File: src/rtl/pd_pkg.sv
// Shared types for the windowed phase detector.
// State encoding, vote encoding and accumulator width helper.
package pd_pkg;

    typedef enum logic [1:0] {
        IDLE    = 2'd0,
        ACQUIRE = 2'd1,
        LOCKED  = 2'd2
    } pd_state_t;

    typedef logic signed [1:0] vote_t;

    localparam vote_t VOTE_LEAD = 2'sb01;
    localparam vote_t VOTE_LAG  = 2'sb11;
    localparam vote_t VOTE_NONE = 2'sb00;

    function automatic int cw_of(input int win);
        return $clog2(win + 1) + 1;
    endfunction

endpackage

File: src/rtl/pd_tap_classifier.sv
// Classifies one set of clk_out tap samples as lead, lag or in-band.
// Adjacent-tap XOR counts transitions: none = clean lead/lag.
module pd_tap_classifier
    import pd_pkg::*;
#(
    parameter int NTAP = 4
) (
    input  logic [NTAP-1:0] taps,
    output vote_t           vote
);

    logic [NTAP-2:0] diff;

    assign diff = taps[NTAP-1:1] ^ taps[NTAP-2:0];

    always_comb begin
        vote = VOTE_NONE;
        unique case (1'b1)
            (diff == '0) && taps[0]:  vote = VOTE_LEAD;
            (diff == '0) && !taps[0]: vote = VOTE_LAG;
            // single edge sits inside the tap span: in band
            $onehot(diff):            vote = VOTE_NONE;
            default:                  vote = VOTE_NONE;
        endcase
    end

endmodule

File: src/rtl/pd_window_vote.sv
// Windowed-vote DLL phase detector with lock hysteresis.
// Strobe on DIV_M rise; one UP/DN pulse per decisive window.
module pd_window_vote
    import pd_pkg::*;
#(
    parameter  int NTAP      = 4,
    parameter  int WIN       = 8,
    parameter  int THRESH    = 4,
    parameter  int THRESH_LK = 6,
    parameter  int LOCK_WIN  = 4,
    localparam int CW        = cw_of(WIN)
) (
    input  logic                 clk_ext,
    input  logic                 Reset_PD,
    input  logic                 DIV_M,
    input  logic [NTAP-1:0]      clk_out_taps,
    input  logic                 hold,
    output logic                 COMP,
    output logic                 UP,
    output logic                 DN,
    output logic                 LOCK,
    output logic signed [CW-1:0] score
);

    localparam int CNTW = (WIN > 1) ? $clog2(WIN) : 1;
    localparam int QW   = $clog2(LOCK_WIN + 1);

    localparam logic [CNTW-1:0]      CNT_LAST  = CNTW'(WIN - 1);
    localparam logic [QW-1:0]        QUIET_MAX = QW'(LOCK_WIN);
    localparam logic signed [CW-1:0] THR_A     = CW'(THRESH);
    localparam logic signed [CW-1:0] THR_L     = CW'(THRESH_LK);

    pd_state_t              state, state_n;
    logic [QW-1:0]          quiet, quiet_n;
    logic [CNTW-1:0]        cnt;
    logic signed [CW-1:0]   acc, sum, thr;
    logic                   div_q, strobe, win_end;
    logic                   up_n, dn_n;
    vote_t                  vote;

    pd_tap_classifier #(.NTAP(NTAP)) u_cls (
        .taps (clk_out_taps),
        .vote (vote)
    );

    assign strobe  = DIV_M & ~div_q & ~hold;
    assign win_end = strobe && (cnt == CNT_LAST);
    assign sum     = acc + $signed({{(CW-2){vote[1]}}, vote});
    assign thr     = (state == LOCKED) ? THR_L : THR_A;
    assign LOCK    = (state == LOCKED);

    always_comb begin
        up_n    = win_end && (sum >= thr);
        dn_n    = win_end && (sum <= -thr);
        state_n = state;
        quiet_n = quiet;
        unique case (state)
            IDLE: begin
                if (strobe) state_n = ACQUIRE;
            end
            ACQUIRE: begin
                if (up_n || dn_n) begin
                    quiet_n = '0;
                end else if (win_end) begin
                    quiet_n = (quiet == QUIET_MAX) ? quiet : quiet + 1'b1;
                    if (quiet_n == QUIET_MAX) state_n = LOCKED;
                end
            end
            LOCKED: begin
                if (up_n || dn_n) begin
                    state_n = ACQUIRE;
                    quiet_n = '0;
                end
            end
            default: state_n = IDLE;
        endcase
    end

    always_ff @(posedge clk_ext) begin
        if (Reset_PD) begin
            state <= IDLE;
            quiet <= '0;
        end else begin
            state <= state_n;
            quiet <= quiet_n;
        end
    end

    // edge register resets high so a DIV_M already high is not a strobe
    always_ff @(posedge clk_ext) begin
        if (Reset_PD) begin
            div_q <= 1'b1;
            cnt   <= '0;
            acc   <= '0;
            score <= '0;
            COMP  <= 1'b0;
            UP    <= 1'b0;
            DN    <= 1'b0;
        end else begin
            div_q <= DIV_M;
            UP    <= up_n;
            DN    <= dn_n;
            if (strobe) begin
                COMP <= clk_out_taps[NTAP/2];
                if (win_end) begin
                    score <= sum;
                    acc   <= '0;
                    cnt   <= '0;
                end else begin
                    acc <= sum;
                    cnt <= cnt + 1'b1;
                end
            end
        end
    end

endmodule

File: config.mk
export PLATFORM = sky130hd
export DESIGN_NAME = pd_window_vote
export DESIGN_NICKNAME = d
export VERILOG_FILES = /design/src/rtl/pd_pkg.sv /design/src/rtl/pd_tap_classifier.sv /design/src/rtl/pd_window_vote.sv
export SDC_FILE = /design/constraint.sdc
export NUM_CORES = 1
export LEC_CHECK = 0
export CAP_MARGIN = 20
export CELL_PAD_IN_SITES_DETAIL_PLACEMENT = 0
export CELL_PAD_IN_SITES_GLOBAL_PLACEMENT = 2
export CORE_UTILIZATION = 29
export CTS_CLUSTER_SIZE = 16
export DETAILED_ROUTE_END_ITERATION = 10
export PLACE_DENSITY_LB_ADDON = 0.1
export SLEW_MARGIN = 40
export SYNTH_ARGS = -nofsm -noshare
export SYNTH_HDL_FRONTEND = slang
export SYNTH_HIERARCHICAL = 1
export SYNTH_SLANG_ARGS = --single-unit
File: constraint.sdc
create_clock -name clk_ext -period 3.8 [get_ports clk_ext]
set_input_delay 0.76 -clock clk_ext [delete_from_list [all_inputs] [get_ports clk_ext]]
set_output_delay 0.76 -clock clk_ext [all_outputs]
set_load 0.01 [all_outputs]
==> results.json <==
{
  "status": "complete, no violations",
  "hold_viol": 0,
  "dr.pass1.iters": 4,
  "yosysTopAreaCell": "dfxtp_1",
  "synth_area_leaders": "dfxtp_1 34%, ha_1 9.6%, nor2_1 6.0%",
  "synthSimpleGateAreaFrac_pct": 23.5,
  "num_rows": 24,
  "synth_top_family_by_area": "simple AND/OR/NAND/NOR gates",
  "dpl.cell_count": 225,
  "endpoint_kind": "register",
  "rsz0062_at_grt": "no",
  "syn_area_per_cell_um2": 8.52,
  "grt-ovfl-total": 0,
  "layout_commonest_cell": "dfxtp_1",
  "finalMaxSlewViolations": 0,
  "cts_sinks": 22,
  "clk_pin_slew_ns": 0.09,
  "design.core.area_mm2": 0.00432,
  "htreeDepth": 1,
  "die_width_um": 69.1,
  "fin_skew_ns": 0.00433,
  "ir_worst_vdd_uv": 156,
  "grt_pass1_vias": 1071,
  "viasPerCell": 4.82,
  "post_drt_wl_per_cell_um": 12.2,
  "cp.required_ns": 3.99,
  "finalSetupViolCount": 0,
  "synth_cell_type_count": 41,
  "holdPathStages": 2,
  "layout.nets": 198,
  "antenna_cells": 0,
  "reg2reg_setup_slack_ns": 1.09,
  "ys_seq_area_share_pct": 33.8,
  "synthAdderAreaFrac_pct": 11.1,
  "grt_usage_pct": 12.7,
  "port_buffers": 16,
  "power_mw": 0.502,
  "hpwl_mm": 2.06,
  "hold_path.class": "reg2reg",
  "crit_fanout": 4,
  "p_leak_nw": 0.672,
  "tightest_slew_ns": 0.498,
  "drt-initial-drc-count": 51,
  "layout_setup_ws_ns": 0.232,
  "cts_buffers": 3,
  "syn_nets": 172,
  "die_area_mm2": 0.00477,
  "cp-start-kind": "input pin",
  "synth_top_area_share_pct": 33.8,
  "cts.path.max_buffers": 2,
  "postRouteAntennaNets": 0,
  "whs_ns": 0.461,
  "rr_worst_depth": 12,
  "grt_max_degree": 23,
  "antenna_found_initial": 0,
  "synth_compound_area_share_pct": 20.8,
  "drive_above_1_share_pct": 13.5,
  "dieHeight_um": 69.1,
  "synthCells": 153,
  "instances_no_fill": 230,
  "holdCritStartpoint": "score[0]$_SDFFE_PP0P_",
  "critical_path_arrival_ns": 3.76,
  "fin_crit_sh_pct": 93.9,
  "area_growth_pct": 27.9,
  "timing.rr.start": "acc[0]$_SDFFE_PP0P_",
  "maxCapViolations": 0,
  "min_to": "score[0]$_SDFFE_PP0P_",
  "fmaxAchievable_ghz": 0.280,
  "period_needed_ns": 3.57,
  "clock_tree.root_cell": "clkbuf_8",
  "initial_utilization_pct": 30.2,
  "vias": 1108,
  "r2r-end": "quiet[2]$_SDFFE_PP0P_",
  "cts_tree": "built",
  "routed_wl_mm": 2.80,
  "gp_congestion": 0.782,
  "muxShareOfSynthArea_pct": 3.26,
  "layout_common_cells": "22 x dfxtp_1, 21 x nor2_1, 15 x a21oi_1",
  "num_io_pins": 17,
  "ys_ff_latch": 22,
  "route.detailed.drc": 0,
  "synth_xor_xnor_area_share_pct": 3.36,
  "fin_util_pct": 38.6,
  "yosysWarnings": 6,
  "crit_type": "in2reg",
  "slew_headroom_pct": 66.7,
  "clkLatencyLatePin_ns": 0.27,
  "dp_worst_setup_slack_ns": -0.139,
  "power_density_mw_per_mm2": 301,
  "grt_pass1_wl_mm": 4.95,
  "fillers": 465,
  "syn_area_mm2": 0.00130
}
critical path, stage by stage:
cell and delay [ns]:
clkdlybuf4s50_1 0.43, nor4_2 0.23, nand2b_1 0.15, ha_2 0.18
fa_2 0.20, buf_4 0.11, nor2b_1 0.05, nor2_1 0.16
inv_1 0.06, ha_1 0.29, a21oi_1 0.07, a2111o_1 0.43
mux2i_4 0.23, buf_6 0.14, o21ai_0 0.06, a211oi_1 0.21
flip-flops by register name, summed over array words and instances (netlist names):
signal and cells:
state 2, score 5, cnt 3, quiet 3
acc 5, UP 1, DN 1, div_q 1
COMP 1
cell usage after synthesis, drive strengths merged:
library cell / count
nand4: 1
nor3b: 1
nand2: 14
nor4: 1
ha: 10
a31o: 1
or2: 1
fa: 1
clkbuf: 5
a21oi: 16
nor4b: 1
o211ai: 1
o31a: 1
a41oi: 1
a211oi: 6
xnor2: 2
nor3: 6
o22ai: 2
inv: 9
a2111o: 1
nor2b: 6
mux2i: 3
o21ai: 2
a221o: 1
and2: 3
dfxtp: 22
nor2: 21
nand3: 1
and3: 2
nand2b: 2
and4b: 1
a22oi: 2
a21o: 2
a31oi: 2
nand3b: 1
a221oi: 1
through the flow:
step | TNS, ns | instance area (µm²)
floorplan | 0 | 1300
global placement | -0.179 | 1580
detailed placement | -0.447 | 1570
CTS | 0 | 1640
global route | 0 | 1670
finish | 0 | 1670
area by class of cell:
type                    instances  area, µm²  area share (%)
inverters                       9       33.8            2.03
clock buffers                   3       41.3            2.48
clock inverters                 1       30.0            1.80
flip-flops and latches         22        440            26.4
well taps                      52       65.1            3.90
repair buffers                 26        243            14.6
multi-input cells             117        815            48.8
what timing repair did:
action	4_1_cts	5_1_grt
hold buffers	0	0
setup endpoints to repair	0	2
resized for setup	0	6
buffers inserted	0	1
worst max-delay path by stage:
stage          slack [ns]  cells after the start                    end       startpoint
6_report             0.23                     16  quiet[2]$_SDFFE_PP0P_  clk_out_taps[3]
5_1_grt              0.01                     16  quiet[0]$_SDFFE_PP0P_  clk_out_taps[3]
4_1_cts              0.14                     15  quiet[0]$_SDFFE_PP0P_  clk_out_taps[2]
3_5_place_dp        -0.14                     15  quiet[0]$_SDFFE_PP0P_  clk_out_taps[2]
3_3_place_gp        -0.07                     13  quiet[0]$_SDFFE_PP0P_  clk_out_taps[0]
2_1_floorplan        0.12                     11  quiet[2]$_SDFFE_PP0P_  clk_out_taps[0]
per-layer routing:
| layer | up-vias | GRT usage, % | share of wire [%] |
|---|---|---|---|
| li1 | 591 | - | - |
| met1 | 493 | 17.1 | 50 |
| met2 | 20 | 19.6 | 45 |
| met3 | 4 | 2.19 | 3.4 |
| met4 | 0 | 5.90 | 1.3 |
| met5 | - | 0 | 0 |
cell families after synthesis:
kind of cell	Yosys count
simple gates	62
compound gates	39
flops	22
buf+inv	14
fa+ha+maj	11
mux	3
xor+xnor	2
report_power, final:
group          internal [mW]  switching [mW]
clock network          0.141          0.0840
registers              0.232         0.00124
logic                 0.0214          0.0220
total                  0.394           0.107
Power figures use the tool's default switching activity.
